==> src/rtl/pipeline_hazard_controller_pkg.sv <==
// pipeline_hazard_controller_pkg: shared pipeline types and hazard sequencer state encoding
package pipeline_hazard_controller_pkg;
  localparam int PC_W  = 32;
  localparam int REG_W = 5;
  typedef logic [PC_W-1:0]  pc_t;
  typedef logic [REG_W-1:0] reg_addr_t;
  typedef enum logic [1:0] {RUN, MEM_WAIT, FLUSH} hazard_state_e;
endpackage

==> src/rtl/pipeline_hazard_controller_mispredict_detector.sv <==
// mispredict_detector: resolves the correct next PC of the MA instruction and flags a wrong fetch
module mispredict_detector #(
  parameter int PC_WIDTH = 32
) (
  input  logic                ma_valid,
  input  logic                ma_is_branch,
  input  logic                ma_branch_taken,
  input  logic [PC_WIDTH-1:0] ma_predicted_next_pc,
  input  logic [PC_WIDTH-1:0] ma_irreg_pc,
  input  logic [PC_WIDTH-1:0] ma_pc,
  output logic [PC_WIDTH-1:0] actual,
  output logic                mispredict
);
  logic [PC_WIDTH-1:0] fallthrough;
  // Comparing the resolved PC against the fetched one catches direction, target and missing-target errors alike
  always_comb begin
    fallthrough = ma_pc + PC_WIDTH'(4);
    actual      = ma_branch_taken ? ma_irreg_pc : fallthrough;
    mispredict  = ma_valid & ma_is_branch & (actual != ma_predicted_next_pc);
  end
endmodule

==> src/rtl/pipeline_hazard_controller.sv <==
// pipeline_hazard_controller: stall/flush sequencer with PC redirect and misprediction counter
module pipeline_hazard_controller
  import pipeline_hazard_controller_pkg::*;
#(
  parameter int PC_WIDTH       = PC_W,
  parameter int REG_ADDR_WIDTH = REG_W,
  parameter int CNT_WIDTH      = 16
) (
  input  logic                      clk,
  input  logic                      rst,
  input  logic                      ma_valid,
  input  logic                      ma_is_branch,
  input  logic                      ma_branch_taken,
  input  logic                      ma_taken_predicted,
  input  logic                      ma_next_pc_predicted,
  input  logic [PC_WIDTH-1:0]       ma_predicted_next_pc,
  input  logic [PC_WIDTH-1:0]       ma_irreg_pc,
  input  logic [PC_WIDTH-1:0]       ma_pc,
  input  logic                      ma_dmem_req,
  input  logic                      dmem_ack,
  input  logic                      ex_rd_wen,
  input  logic                      ex_rd_is_load,
  input  logic [REG_ADDR_WIDTH-1:0] ex_rd_addr,
  input  logic                      id_rs1_used,
  input  logic                      id_rs2_used,
  input  logic [REG_ADDR_WIDTH-1:0] id_rs1_addr,
  input  logic [REG_ADDR_WIDTH-1:0] id_rs2_addr,
  output logic                      stall_if,
  output logic                      stall_id,
  output logic                      stall_ex,
  output logic                      stall_ma,
  output logic                      flush_id,
  output logic                      flush_ex,
  output logic                      flush_wb,
  output logic                      redirect_valid,
  output logic [PC_WIDTH-1:0]       redirect_pc,
  output logic [CNT_WIDTH-1:0]      mispredict_count
);
  hazard_state_e       state_q, state_d;
  logic                redirect_valid_q, redirect_valid_d;
  logic [PC_WIDTH-1:0] redirect_pc_q, redirect_pc_d;
  logic [CNT_WIDTH-1:0] cnt_q, cnt_d;
  logic [PC_WIDTH-1:0] actual;
  logic                mispredict, mem_wait, load_use;
  logic                hold, redir, lu_ok;
  // The predicted-PC compare already encodes direction and BTB hit, so these flags are redundant here
  logic                unused_pred_flags;
  assign unused_pred_flags = ma_taken_predicted ^ ma_next_pc_predicted;

  mispredict_detector #(.PC_WIDTH(PC_WIDTH)) u_det (
    .ma_valid             (ma_valid),
    .ma_is_branch         (ma_is_branch),
    .ma_branch_taken      (ma_branch_taken),
    .ma_predicted_next_pc (ma_predicted_next_pc),
    .ma_irreg_pc          (ma_irreg_pc),
    .ma_pc                (ma_pc),
    .actual               (actual),
    .mispredict           (mispredict)
  );

  // Raw hazard conditions before state-based qualification
  always_comb begin
    mem_wait = ma_valid & ma_dmem_req & ~dmem_ack;
    load_use = ex_rd_wen & ex_rd_is_load & (ex_rd_addr != '0) &
               ((id_rs1_used & (id_rs1_addr == ex_rd_addr)) | (id_rs2_used & (id_rs2_addr == ex_rd_addr)));
  end

  // State, redirect and counter registers; reset drops any pending redirect
  always_ff @(posedge clk or negedge rst) begin
    if (!rst) begin
      state_q          <= RUN;
      redirect_valid_q <= 1'b0;
      redirect_pc_q    <= '0;
      cnt_q            <= '0;
    end else begin
      state_q          <= state_d;
      redirect_valid_q <= redirect_valid_d;
      redirect_pc_q    <= redirect_pc_d;
      cnt_q            <= cnt_d;
    end
  end

  // Next state: memory wait beats a redirect; FLUSH lasts exactly one cycle
  always_comb begin
    state_d          = state_q;
    redirect_valid_d = 1'b0;
    redirect_pc_d    = redirect_pc_q;
    cnt_d            = cnt_q;
    unique case (state_q)
      RUN: begin
        if (mem_wait) state_d = MEM_WAIT;
        else if (mispredict) begin
          state_d          = FLUSH;
          redirect_valid_d = 1'b1;
          redirect_pc_d    = actual;
          cnt_d            = &cnt_q ? cnt_q : cnt_q + CNT_WIDTH'(1);
        end
      end
      MEM_WAIT: state_d = dmem_ack ? RUN : MEM_WAIT;
      FLUSH:    state_d = RUN;
      default:  state_d = RUN;
    endcase
  end

  // Stage controls; load-use only fires when nothing of higher priority is active, and all are quiet in reset
  always_comb begin
    hold     = rst & (((state_q == RUN) & mem_wait) | ((state_q == MEM_WAIT) & ~dmem_ack));
    redir    = rst & (state_q == RUN) & ~mem_wait & mispredict;
    lu_ok    = rst & load_use & (((state_q == RUN) & ~mem_wait & ~mispredict) | ((state_q == MEM_WAIT) & dmem_ack));
    stall_if = hold | lu_ok;
    stall_id = hold | lu_ok;
    stall_ex = hold;
    stall_ma = hold;
    flush_wb = hold;
    flush_id = redir | (rst & (state_q == FLUSH));
    flush_ex = redir | lu_ok;
  end

  assign redirect_valid   = redirect_valid_q;
  assign redirect_pc      = redirect_pc_q;
  assign mispredict_count = cnt_q;
endmodule

==> config.mk <==
export PLATFORM = sky130hd
export DESIGN_NAME = pipeline_hazard_controller
export DESIGN_NICKNAME = d
export VERILOG_FILES = /design/src/rtl/pipeline_hazard_controller_pkg.sv /design/src/rtl/pipeline_hazard_controller_mispredict_detector.sv /design/src/rtl/pipeline_hazard_controller.sv
export SDC_FILE = /design/constraint.sdc
export NUM_CORES = 1
export LEC_CHECK = 0
export BUFFER_PORTS_ARGS = -buffer_cell sky130_fd_sc_hd__buf_2
export CORE_AREA = 2 2 96 98
export CTS_BUF_LIST = sky130_fd_sc_hd__clkbuf_4 sky130_fd_sc_hd__clkbuf_8
export DETAILED_ROUTE_END_ITERATION = 8
export DIE_AREA = 0 0 98 100
export GPL_ROUTABILITY_DRIVEN = 0
export HOLD_SLACK_MARGIN = 0.02
export MAX_ROUTING_LAYER = met4
export PLACE_DENSITY_LB_ADDON = 0.05
export SYNTH_ARGS = -nofsm -noshare
export SYNTH_HDL_FRONTEND = slang
export SYNTH_SLANG_ARGS = --single-unit
==> constraint.sdc <==
create_clock -name clk -period 7.95 [get_ports clk]
set_input_delay 0.795 -clock clk [delete_from_list [all_inputs] [get_ports clk]]
set_output_delay 0.795 -clock clk [all_outputs]
set_load 0.005 [all_outputs]
**Word-level counts from Yosys, hierarchy flattened**

Cells that the tools add are included.
Widths: inputs -> output; s select.

- Logic and storage cells: 56
- Memories kept: 0
- Bits of input ports: 124
- Memory bits (read-only): 0
- Register bits after elaboration: 51
- RAM bits: 0
- Bits in latches: 0

- Shifts and indexed selects: 0
- Add/sub/neg operators: 2
- Equal/unequal tests: 6
- Div/mod/pow operators: 0
- $mul: 0
- Magnitude comparators: 0
- Reduce and logical (&&, ||, !) cells: 5
- Mux-type cells: 8
- Bitwise operators: 31

Operators with widths:

| cell | number |
|---|---|
| $add 32x3->32 const B | 1 |
| $mux 32 | 1 |
| $ne 32x32->1 | 1 |
| $and 1x1->1 | 21 |
| $add 16x1->16 const B | 1 |
| $reduce_and 16->1 | 1 |
| $eq 5x5->1 | 2 |
| $or 1x1->1 | 6 |
| $reduce_bool 5->1 | 1 |
| $mux 1 | 4 |
| $mux 2 | 2 |
| $not 1->1 | 4 |
| $pmux 2 s2 | 1 |
| $reduce_and 4->1 | 1 |
| $ne 3x3->1 const B | 1 |
| $reduce_and 3->1 | 1 |
| $eq 2x1->1 const B | 1 |
| $eq 2x2->1 const B | 1 |
| $logic_not 2->1 | 1 |

**Longest topological paths before layout**

- Word-level depth: 9
- Gate-level depth with buffers: 13
- Gate-level depth less buffers: 10

**Hierarchy**

A second synthesis with hierarchy kept.

- Cell total of the unflattened synthesis: 552
- Area, all modules: 4438.0 um2

Modules (own cells, without submodules):

| module | instances | sequential area each (um2) | area an instance (um2) | cells each |
|---|---|---|---|---|
| pipeline_hazard_controller | 1 | 1276.2 | 2411.1 | 247 |
| mispredict_detector | 1 | 0.0 | 2026.9 | 305 |

**Worst setup path after synthesis**

Ideal clock, no wire load.

- Kind: input-to-output
- From: input ma_pc[2]
- To: output flush_id
- Required time: 7.155 ns
- Slack: 3.453 ns
- Cell stages on the path: 12
- Data arrival time: 3.702 ns
- Cells stage by stage: ha_1 > nand3_4 > and3_1 > or4_1 > a2111o_1 > a2111oi_2 > nand4_1 > nor4_4 > nor2b_1 > buf_6 > buf_2 > o21a_1

- Word-level cells in the longest chain between the ends: 6

RTL lines:

| what | RTL line | text |
|---|---|---|
| from (decl) | pipeline_hazard_controller.sv:18 | `input logic [PC_WIDTH-1:0] ma_pc,` |
| $add 32x3->32 | pipeline_hazard_controller_mispredict_detector.sv:17 | `fallthrough = ma_pc + PC_WIDTH'(4);` |
| $mux 32 | pipeline_hazard_controller_mispredict_detector.sv:18 | `actual = ma_branch_taken ? ma_irreg_pc : fallthrough;` |
| $ne 32x32->1 | pipeline_hazard_controller_mispredict_detector.sv:19 | `mispredict = ma_valid & ma_is_branch & (actual != ma_predicted_next_pc);` |
| $and 1x1->1 | pipeline_hazard_controller_mispredict_detector.sv:19 |  |
| $and 1x1->1 | pipeline_hazard_controller.sv:108 | `redir = rst & (state_q == RUN) & ~mem_wait & mispredict;` |
| $or 1x1->1 | pipeline_hazard_controller.sv:115 | `flush_id = redir \| (rst & (state_q == FLUSH));` |
| to (decl) | pipeline_hazard_controller.sv:32 | `output logic flush_id,` |

Every way passes these cells.

**Worst setup path after layout**

- From: input ma_pc[5]
- To: output flush_ex

- Word-level cells in the longest chain between the ends: 9
- Elaborated cells on any way between the ends: 10
- Classes of those cells: add/sub (1); eq/ne (1); mux (1); bitwise (7)

RTL lines:

| what | RTL line | text |
|---|---|---|
| $add 32x3->32 * | pipeline_hazard_controller_mispredict_detector.sv:17 |  |
| $mux 32 * | pipeline_hazard_controller_mispredict_detector.sv:18 |  |
| $ne 32x32->1 * | pipeline_hazard_controller_mispredict_detector.sv:19 |  |
| $and 1x1->1 * | pipeline_hazard_controller_mispredict_detector.sv:19 |  |
| $not 1->1 | pipeline_hazard_controller.sv:109 | `lu_ok = rst & load_use & (((state_q == RUN) & ~mem_wait & ~mispredict) \| ((state_q == MEM_WAIT) & dmem_ack));` |
| $and 1x1->1 | pipeline_hazard_controller.sv:109 |  |
| $or 1x1->1 | pipeline_hazard_controller.sv:109 |  |
| $and 1x1->1 | pipeline_hazard_controller.sv:109 |  |
| $or 1x1->1 * | pipeline_hazard_controller.sv:116 | `flush_ex = redir \| lu_ok;` |
| to (decl) | pipeline_hazard_controller.sv:33 | `output logic flush_ex,` |

Every way passes the cells marked *; elsewhere a longest branch is shown, timed or not.

==> metrics <==
setup TNS=0 ns; Tot GR Track Use=0.286; slew of the pin with the lowest slew margin=1.06 ns; post-CTS sizing=0; initial cell density of the core=0.526; DR iter-0 viols=270; EDFF count, synth=0; port bufs=177; total clock sinks=51; total chip power=827 uW; Async S/R FF share, synth=1.00; row count=35; Worst path most repeated cell=buf_2; Skew-Pair Late Insertion Delay=0.32 ns; First-pass DRT Iterations=5; Core Region=8890 um2; area grow syn2layout=21.1%; most frequent cells in the layout=177 x buf_2, 57 x xor2_1, 51 x dfrtp_1, 43 x nand2_1, 28 x nor2_1; Yosys Warn Count=0; min-delay worst type=register to register; crit-path leading delay family=simple AND/OR/NAND/NOR gates; final number of setup-violating endpoints=0; Syn Inst Count=540; DP Wirelength=10,700 um; Required @ worst endpoint=7.15 ns; largest net degree at the start of global routing=74; Critical Path AT=4.71 ns; met2 usage=0.496; critical path, cell by cell=buf_2 > nand4_2 > or4_1 > or3_1 > a31oi_1 > xor2_1 > a211o_1 > nor4_4 > nor2b_4 > buf_4 > a21bo_2 > buf_2; #FFs+latches synth=51; I/O pins=180; GR Layer Usage met3=0.0432; CTS root buf=clkbuf_8; RR Endpoint=redirect_pc[17]$_DFFE_PN0P_; Synth Area in Adders=0.00535; Crit path depth=12; commonest non-fill, non-tap cell in the layout=buf_2; RSZ-0062 raised after global routing=false; number of global-route vias before repair=4,585; worst reg2reg path depth=4; clk slew on worst S/H paths=0.11 ns; Reg2Reg Setup Slack=5.29 ns; antenna cells=0; final wirelength=13,700 um; leading register cell type out of synthesis=dfrtp_1; r2r startpoint=state_q[1]$_DFFE_PN0P_; syn nets=666; Via Count=4,765; Hold Crit Depth=1; Leak=0.00265 uW; crit path capture=flush_ex; Placed Instances=799; synthesized area per cell=8.66 um2; Fmax achieved=182 MHz; Slowest cell on crit path=nor4_4; Synth Area in Simple Gates=0.248; skew final=0.00448 ns; grt peak-use layer=met2; ANT nets after route=0; # Max-Cap Violations=0; WL/cell=16.9 um; Max H-tree Level=2; CTS tree=done; Synth Area in XOR/XNOR=0.161; first-pass GRT wire length=22,200 um; die area=9800 um2; initial antenna violation count=0; Critical Path Source Type=input pin; Worst VDD drop=0.123 mV; share of layout cells above drive strength 1=0.338; Die Y=100 um; GRT overflow=0; Tcrit/Tclk final=0.693; CP max stage delay=0.79 ns; Final Max Slew Viols=0; M1 GR Usage=0.348; max_slew headroom=0.274; Final min period=5.51 ns; Nets=821; PD cells=146 nW/um2; crit end category=output port; vias per cell=5.90; Distinct cells, synth=72; critical path type=input pin to output port; Fin. Hold Viols=0; crit path max fanout=34; Synth Cell Area=4680 um2; setup bufs post-CTS=0; chip width=98 um; CP Buf/Inv Count=3; Finished Layout Cells=807; mux cell area share after synthesis=0.105; Bufs on Longest Clock Path=2; hold buffer count at cts=0; largest family of logic cells by synthesized area=simple AND/OR/NAND/NOR gates; status=finished clean; crit path launch=ma_pc[5]; post-synthesis sequential area ratio=0.273; CTS Buf Count=5; drt drc=0; Compound-Gate Fraction of Synth Area=0.152
[worst min-delay path by stage]
stage	slack (ns)	from	end
2_1_floorplan	0.45	state_q[1]$_DFFE_PN0P_	state_q[0]$_DFFE_PN0P_
3_3_place_gp	0.47	mispredict_count[8]$_DFFE_PN0P_	mispredict_count[8]$_DFFE_PN0P_
3_5_place_dp	0.47	mispredict_count[8]$_DFFE_PN0P_	mispredict_count[8]$_DFFE_PN0P_
4_1_cts	0.49	mispredict_count[8]$_DFFE_PN0P_	mispredict_count[8]$_DFFE_PN0P_
5_1_grt	0.52	mispredict_count[15]$_DFFE_PN0P_	mispredict_count[15]$_DFFE_PN0P_
6_report	0.49	mispredict_count[8]$_DFFE_PN0P_	mispredict_count[8]$_DFFE_PN0P_
[flip-flops by register name (all words and copies together), names as in the netlist]
signal,count
mispredict_count,16
state_q,2
redirect_pc,32
redirect_valid,1
[power breakdown]
group / total (uW) / internal (uW) / switching (uW)
registers: 354 / 315 / 39.7
clock network: 169 / 65.8 / 103
logic: 303 / 155 / 148
[worst register-to-register path: cells and delay by family (launching register included)]
kind                   cells  cell delay (ns)
muxes                      1             0.42
AOI/OAI and AO/OA          1             0.91
and+or+nand+nor            1             0.30
DFF                        1             0.43
buffers and inverters      1             0.49
[per-stage QoR]
stage          area [um2]  hold WS (ns)  setup WS [ns]   util
2_1_floorplan        4680         0.453           3.45      -
3_3_place_gp         5570         0.466           2.45  0.626
3_5_place_dp         5570         0.470           2.43  0.626
4_1_cts              5660         0.493           2.43  0.637
5_1_grt              5660         0.517           2.17  0.637
6_report             5660         0.487           2.44  0.637
[kinds of logic (layout without fill, tap and decap cells)]
family          count (synthesis)  count (layout)
simple gates                  206             206
compound gates                101             101
xor+xnor                       83              83
buf+inv                        56             212
flops                          51              51
mux                            41              41
fa+ha+maj                       2               2
[Yosys cell counts, types with 3 or more instances]
cell,count,share of area
nand2b_1,6,0.0080
xnor2_1,24,0.045
and4_1,5,0.0094
nor4_2,3,0.0080
buf_4,5,0.0080
o31ai_1,6,0.0096
xor2_1,57,0.11
buf_2,6,0.0064
or4_1,3,0.0048
nand3b_1,4,0.0064
o21ai_0,27,0.029
a31oi_1,5,0.0067
nand3_1,23,0.025
nand4_1,13,0.017
nor2_1,28,0.022
nor3_1,15,0.016
dfrtp_1,51,0.27
nor2b_1,5,0.0067
nor4b_1,4,0.0075
clkbuf_1,18,0.014
mux2_2,9,0.022
o22ai_1,3,0.0040
a21oi_1,17,0.018
mux2i_1,18,0.039
or2_2,6,0.0080
and3_1,8,0.011
mux2_4,14,0.045
or3_1,7,0.0094
inv_1,23,0.018
a31o_2,3,0.0056
buf_6,3,0.0072
o2111ai_1,3,0.0056
nor4_1,23,0.031
nand2_1,43,0.035
[per-layer routing]
layer  up-vias  share of wire  wire (um)
met1      2278           0.41       5560
met3        29          0.064        869
met4         0          0.025        340
met5         -              0          0
met2       173           0.50       6900
li1       2285              -          -
[cell type report]
| class | count | area, um2 |
|---|---|---|
| Clock inverter | 3 | 26.3 |
| Tap cell | 111 | 139 |
| Inverter | 23 | 86.3 |
| Clock buffer | 5 | 68.8 |
| Multi-Input combinational cell | 433 | 3150 |
| Timing Repair Buffer | 181 | 916 |
| Sequential cell | 51 | 1280 |
| Fill cell | 852 | 3230 |
Power figures use the tool's default switching activity.
